`config.mk`:
```
export PLATFORM = sky130hd
export DESIGN_NAME = bcd_serial_adder_flat
export DESIGN_NICKNAME = d
export VERILOG_FILES = /design/src/rtl/bcd_serial_adder_if.sv /design/src/rtl/bcd_serial_adder.sv /design/src/flat_wrapper.sv
export SDC_FILE = /design/constraint.sdc
export NUM_CORES = 1
export LEC_CHECK = 0
export ABC_AREA = 1
export BUFFER_PORTS_ARGS = -buffer_cell sky130_fd_sc_hd__buf_4
export CORE_MARGIN = 5
export CORE_UTILIZATION = 29
export CTS_CLUSTER_DIAMETER = 30
export DETAILED_ROUTE_END_ITERATION = 10
export HOLD_SLACK_MARGIN = 0.02
export PLACE_DENSITY = 0.46
export SLEW_MARGIN = 20
export SYNTH_ARGS = -nofsm -noshare
export SYNTH_HDL_FRONTEND = slang
export SYNTH_SLANG_ARGS = --single-unit
```
`constraint.sdc`:
```
create_clock -name clk -period 2.8 [get_ports clk]
set_clock_uncertainty 0.2 [all_clocks]
set_input_delay 0.14 -clock clk [delete_from_list [all_inputs] [get_ports clk]]
set_output_delay 0.14 -clock clk [all_outputs]
set_load 0.02 [all_outputs]
```
`src/rtl/bcd_serial_adder_if.sv`:
```
// Bus bundle for the digit-serial BCD adder: operands, handshake and registered results.
// The master launches operations and the slave (the adder) returns results and status.
interface bcd_serial_adder_if #(
    parameter int NDIGITS = 4
);
    logic                   start;
    logic                   sub;
    logic                   cin;
    logic [4*NDIGITS-1:0]   a;
    logic [4*NDIGITS-1:0]   b;
    logic [4*NDIGITS-1:0]   sum;
    logic                   cout;
    logic                   invalid;
    logic                   busy;
    logic                   done;
    logic [1:0]             state;

    modport master (
        output start, sub, cin, a, b,
        input  sum, cout, invalid, busy, done, state
    );

    modport slave (
        input  start, sub, cin, a, b,
        output sum, cout, invalid, busy, done, state
    );
endinterface

```
`src/rtl/bcd_serial_adder.sv`:
```
// Digit-serial packed-BCD adder/subtractor: one decimal digit per clock, LSD first,
// binary digit add with decimal correction; subtraction uses nine's complement plus one.
module bcd_serial_adder #(
    parameter int NDIGITS = 4
) (
    input  logic                 clk,
    input  logic                 rst,
    bcd_serial_adder_if.slave    bus
);
    localparam int W  = 4 * NDIGITS;
    localparam int CW = (NDIGITS > 1) ? $clog2(NDIGITS) : 1;

    // Handshake: start is taken on any edge where busy=0 (IDLE or DONE); start while
    // busy is dropped, not queued. done pulses for one cycle when sum/cout/invalid are valid.
    typedef enum logic [1:0] {
        IDLE = 2'd0,
        RUN  = 2'd1,
        DONE = 2'd2
    } state_t;

    state_t          state_q, state_d;
    logic [W-1:0]    a_q, b_q, work_q, sum_q;
    logic            sub_q, carry_q, cout_q, invalid_q;
    logic [CW-1:0]   cnt_q;

    logic            accept;
    logic            bad_in;
    logic            last;
    logic [3:0]      a_dig, b_dig, bd, digit;
    logic [4:0]      s, s_adj;
    logic            carry_d;
    logic [W-1:0]    work_d;

    // Any nibble above 9 in either operand makes the request invalid.
    always_comb begin
        bad_in = 1'b0;
        for (int i = 0; i < NDIGITS; i++) begin
            if (bus.a[4*i +: 4] > 4'd9 || bus.b[4*i +: 4] > 4'd9) begin
                bad_in = 1'b1;
            end
        end
    end

    assign accept = bus.start && (state_q != RUN);
    assign last   = (cnt_q == CW'(NDIGITS - 1));

    // Operands shift right each RUN cycle, so the active digit is always in [3:0].
    always_comb begin
        a_dig   = a_q[3:0];
        b_dig   = b_q[3:0];
        bd      = sub_q ? (4'd9 - b_dig) : b_dig;
        s       = {1'b0, a_dig} + {1'b0, bd} + {4'b0000, carry_q};
        s_adj   = s - 5'd10;
        carry_d = 1'b0;
        digit   = s[3:0];
        if (s > 5'd9) begin
            carry_d = 1'b1;
            digit   = s_adj[3:0];
        end
        work_d = (work_q >> 4) | (W'(digit) << (W - 4));
    end

    always_comb begin
        state_d = state_q;
        case (state_q)
            IDLE: begin
                if (accept) state_d = bad_in ? DONE : RUN;
            end
            RUN: begin
                if (last) state_d = DONE;
            end
            DONE: begin
                if (accept) state_d = bad_in ? DONE : RUN;
                else        state_d = IDLE;
            end
            default: state_d = IDLE;
        endcase
    end

    always_ff @(posedge clk) begin
        if (rst) begin
            state_q <= IDLE;
        end else begin
            state_q <= state_d;
        end
    end

    always_ff @(posedge clk) begin
        if (rst) begin
            a_q       <= '0;
            b_q       <= '0;
            work_q    <= '0;
            sum_q     <= '0;
            sub_q     <= 1'b0;
            carry_q   <= 1'b0;
            cout_q    <= 1'b0;
            invalid_q <= 1'b0;
            cnt_q     <= '0;
        end else if (accept) begin
            a_q     <= bus.a;
            b_q     <= bus.b;
            sub_q   <= bus.sub;
            carry_q <= bus.sub ? 1'b1 : bus.cin;
            cnt_q   <= '0;
            work_q  <= '0;
            if (bad_in) begin
                sum_q     <= '0;
                cout_q    <= 1'b0;
                invalid_q <= 1'b1;
            end else begin
                invalid_q <= 1'b0;
            end
        end else if (state_q == RUN) begin
            a_q     <= a_q >> 4;
            b_q     <= b_q >> 4;
            carry_q <= carry_d;
            cnt_q   <= cnt_q + 1'b1;
            work_q  <= work_d;
            if (last) begin
                sum_q  <= work_d;
                cout_q <= carry_d;
            end
        end
    end

    assign bus.sum     = sum_q;
    assign bus.cout    = cout_q;
    assign bus.invalid = invalid_q;
    assign bus.busy    = (state_q == RUN);
    assign bus.done    = (state_q == DONE);
    assign bus.state   = state_q;
endmodule

```
`src/flat_wrapper.sv`:
```
// flat-port wrapper written by rule: the top's interface ports become plain ports
module bcd_serial_adder_flat 
#(
    parameter int NDIGITS = 4
)
  (clk, rst, bus_start, bus_sub, bus_cin, bus_a, bus_b, bus_sum, bus_cout, bus_invalid, bus_busy, bus_done, bus_state);
  bcd_serial_adder_if #(.NDIGITS(NDIGITS)) bus_i ();
  input  logic clk;
  input  logic rst;
  input wire logic [$bits(bus_i.start)-1:0] bus_start;
  input wire logic [$bits(bus_i.sub)-1:0] bus_sub;
  input wire logic [$bits(bus_i.cin)-1:0] bus_cin;
  input wire logic [$bits(bus_i.a)-1:0] bus_a;
  input wire logic [$bits(bus_i.b)-1:0] bus_b;
  output wire logic [$bits(bus_i.sum)-1:0] bus_sum;
  output wire logic [$bits(bus_i.cout)-1:0] bus_cout;
  output wire logic [$bits(bus_i.invalid)-1:0] bus_invalid;
  output wire logic [$bits(bus_i.busy)-1:0] bus_busy;
  output wire logic [$bits(bus_i.done)-1:0] bus_done;
  output wire logic [$bits(bus_i.state)-1:0] bus_state;
  assign bus_i.start = bus_start;
  assign bus_i.sub = bus_sub;
  assign bus_i.cin = bus_cin;
  assign bus_i.a = bus_a;
  assign bus_i.b = bus_b;
  assign bus_sum = bus_i.sum;
  assign bus_cout = bus_i.cout;
  assign bus_invalid = bus_i.invalid;
  assign bus_busy = bus_i.busy;
  assign bus_done = bus_i.done;
  assign bus_state = bus_i.state;
  bcd_serial_adder #(.NDIGITS(NDIGITS)) u_core (.clk(clk), .rst(rst), .bus(bus_i));
endmodule
```
==> reports/qor.txt <==
overall power: 2.644 mW
r2r startpoint: u_core.sub_q
Iter 0 DRT Violations: 145
CP Cell Sequence: xnor2_1 > fa_1 > inv_2 > fa_1 > inv_1 > nand2_1 > nand2_2 > ha_4 > nand2_1 > a21boi_2 > nand2_2 > nand2_2 > nand2_1 > nand2_1 > o21ai_1 > inv_1
r2r endpoint: u_core.work_q[15]
syn_area_per_cell: 7.476 sq um
via count: 3123
sw frac: 24.75%
Final ANT Viol Nets: 0
Final Cycle Share: 92.47%
FILL cells: 1163
Core Region: 11270 sq um
RSZ-0062 raised after global routing: no
Comb pwr share: 14.4%
Req. time, crit path: 2820 ps
Post-Route WL: 8855 um
net switching power: 0.6544 mW
post-synth cell types: 36
Port Buffers: 58
drt pass-1 iters: 5
delay-heaviest family, CP: adder cells
CP max FO: 5
commonest register cell after synthesis: dfxtp_1
critical path buffer and inverter count: 3
first-pass GRT wire length: 15070 um
DRC Markers: 0
clock power share: 47.2%
Yosys top cell area share: 41.20%
cells after synthesis: 442
fin. max-slew vios: 0
clock root cell: clkbuf_16
critical path class: flop to flop
synthesized cell area: 3304 sq um
vias in the first global route: 3130
# clock sinks: 68
setup TNS: 0 ps
min setup slack post-route: 210.9 ps
Seq pwr share: 38.3%
largest net degree at the start of global routing: 35
placed cell count: 628
FFs w/ async S/R, synth: 0%
Overflow after GRT: 0
syn nets: 487
pre-CTS setup slack: 68.53 ps
Top cell by count, worst path: nand2_1
power per cell area: 569.8 nW/um^2
synthesis-stage register bit count: 68
die height: 116.7 um
count leader, synth: nand2_1
Avg Vias per Cell: 4.520
grt met3 use: 2.435%
dominant cells by area after synthesis: dfxtp_1, nand2_1, inv_1, a21oi_1, nand3_1
Post-synth EDFFs: 0
Wirelength per Cell: 12.81 um
R2R setup slack: 210 ps
gr usage total: 13.82%
Static Leak: 2.071 nW
hpwl dp: 6106 um
placement row count: 39
min Tclk post-route: 2589 ps
status: complete, no violations
Area Overhead vs Synth: 40.40%
FMAX: 386.2 MHz
Hold WC Path Type: flop to flop
Initial Util: 29.32%
RD Place Congestion: 0.7520
CTS max path bufs: 2
CTS tree: done
Pint: 1.989 mW
Max Cap Violations: 0
Worst-Margin Slew: 467.7 ps
crit-path max cell delay: 460 ps
met1 Use GR: 18.57%
Worst Hold Path Cells: 2
hold path endpoint: u_core.work_q[7]
initial antenna violation count: 0
Rel. slew slack: 68.78%
register area share after synthesis: 41.20%
Final Hold Viols: 0
Worst-path clk slew: 60 ps
yosys warns: 0
crit path DAT: 2610 ps
Worst path slowest cell: fa_1
Worst-Skew Late Latency: 320 ps
largest area contributor in the netlist: dfxtp_1
CTS buffer count: 9
nets@finish: 588
antenna cells: 0
met2 track demand over resource: 22.60%
Max VDD drop: 0.3145 mV
busiest grt layer: met2
Post-Layout Cell Count: 691
Final setup viols: 0
IO Pins: 59
R2R depth: 16
top cells by count, synth: nand2_1, dfxtp_1, inv_1
H-tree depth: 3
Die X-Extent: 116.7 um
DIE AREA: 13630 sq um
Critical Path Start Type: flop
layout cells sized above 1: 22.45%
Crit. End Element: flop
min-delay src: u_core.work_q[7]
## layer usage
layer / wire (um) / part of all wire, %
met5: 0 / 0
met4: 139 / 1.6
met3: 342 / 3.9
met2: 4145 / 47
met1: 4228 / 48
## power groups by stage
stage | sequential, mW | combinational [mW] | clock (mW)
5_1_grt | 1.02 | 0.435 | 1.32
4_1_cts | 1.01 | 0.362 | 1.28
2_1_floorplan | 1.04 | 0.213 | 0
3_3_place_gp | 1.03 | 0.308 | 0
6_report | 1.01 | 0.382 | 1.25
3_5_place_dp | 1.03 | 0.311 | 0
## how the worst max path moves through the flow
stage / startpoint / endpoint / slack [ps] / depth (start not counted)
CTS: u_core.sub_q / u_core.work_q[15] / 40 / 14
finish: u_core.sub_q / u_core.work_q[15] / 210 / 16
global route: u_core.b_q[0] / u_core.work_q[15] / 10 / 16
global placement: u_core.sub_q / u_core.work_q[15] / 120 / 14
floorplan: u_core.sub_q / u_core.work_q[15] / 250 / 14
detailed placement: u_core.sub_q / u_core.work_q[15] / 70 / 14
## tightest hold or removal path, delay by kind of cell, from the launching register on
family / cells / cell delay (ps)
AND/OR/NAND/NOR: 1 / 60
flip-flops: 1 / 310
AO/OA/AOI/OAI: 1 / 50
## per-stage QoR
| step | cell area, sq um | util [%] | hold slack (ps) |
|---|---|---|---|
| after floorplan | 3304 | - | 74.91 |
| after global placement | 3817 | 33.87 | 212.3 |
| after detailed placement | 3817 | 33.87 | 202.1 |
| after CTS | 4591 | 40.73 | 265.6 |
| after global routing | 4639 | 41.16 | 293.4 |
| final | 4639 | 41.16 | 265.5 |
## cells in the final DEF (no fill, tap or decap), types with 10 or more instances in the layout
cell,n
nand2_1,133
dfxtp_1,66
o211ai_1,12
inv_1,62
dlygate4sd3_1,44
a21oi_1,34
buf_4,64
nor2_1,12
nand3_1,25
o21ai_1,10
o221ai_1,11
## logic make-up after synthesis
logic type	share of synthesized area (%)
flip-flops	41.20
AND/OR/NAND/NOR	27.00
AO/OA/AOI/OAI	15.56
adder cells (fa/ha/maj)	3.484
XOR/XNOR	0.7953
buffers and inverters	11.96
## cell type report
type	count	area, sq um	share of cell area, %
clock buffer	10	239.0	5.151
clock inverter	6	93.84	2.023
inverter	71	271.5	5.852
multi-input combinational	285	1572	33.87
sequential	68	1364	29.40
tap	143	178.9	3.857
timing repair buffer	108	920.9	19.85
## what timing repair did
action / CTS / global route
gates resized for setup: 0 / 13
buffers inserted: 0 / 3
hold endpoints to repair: 42 / 0
setup endpoints to repair: 0 / 8
hold buffers: 44 / 0
## registers in the layout (all words and copies together) (netlist names)
| name | cells |
|---|---|
| u_core.a_q | 16 |
| u_core.b_q | 16 |
| u_core.bus.cout | 1 |
| u_core.bus.invalid | 1 |
| u_core.bus.state | 2 |
| u_core.bus.sum | 16 |
| u_core.carry_q | 1 |
| u_core.cnt_q | 2 |
| u_core.sub_q | 1 |
| u_core.work_q | 12 |
No activity file was read; power rests on OpenSTA's default activity.
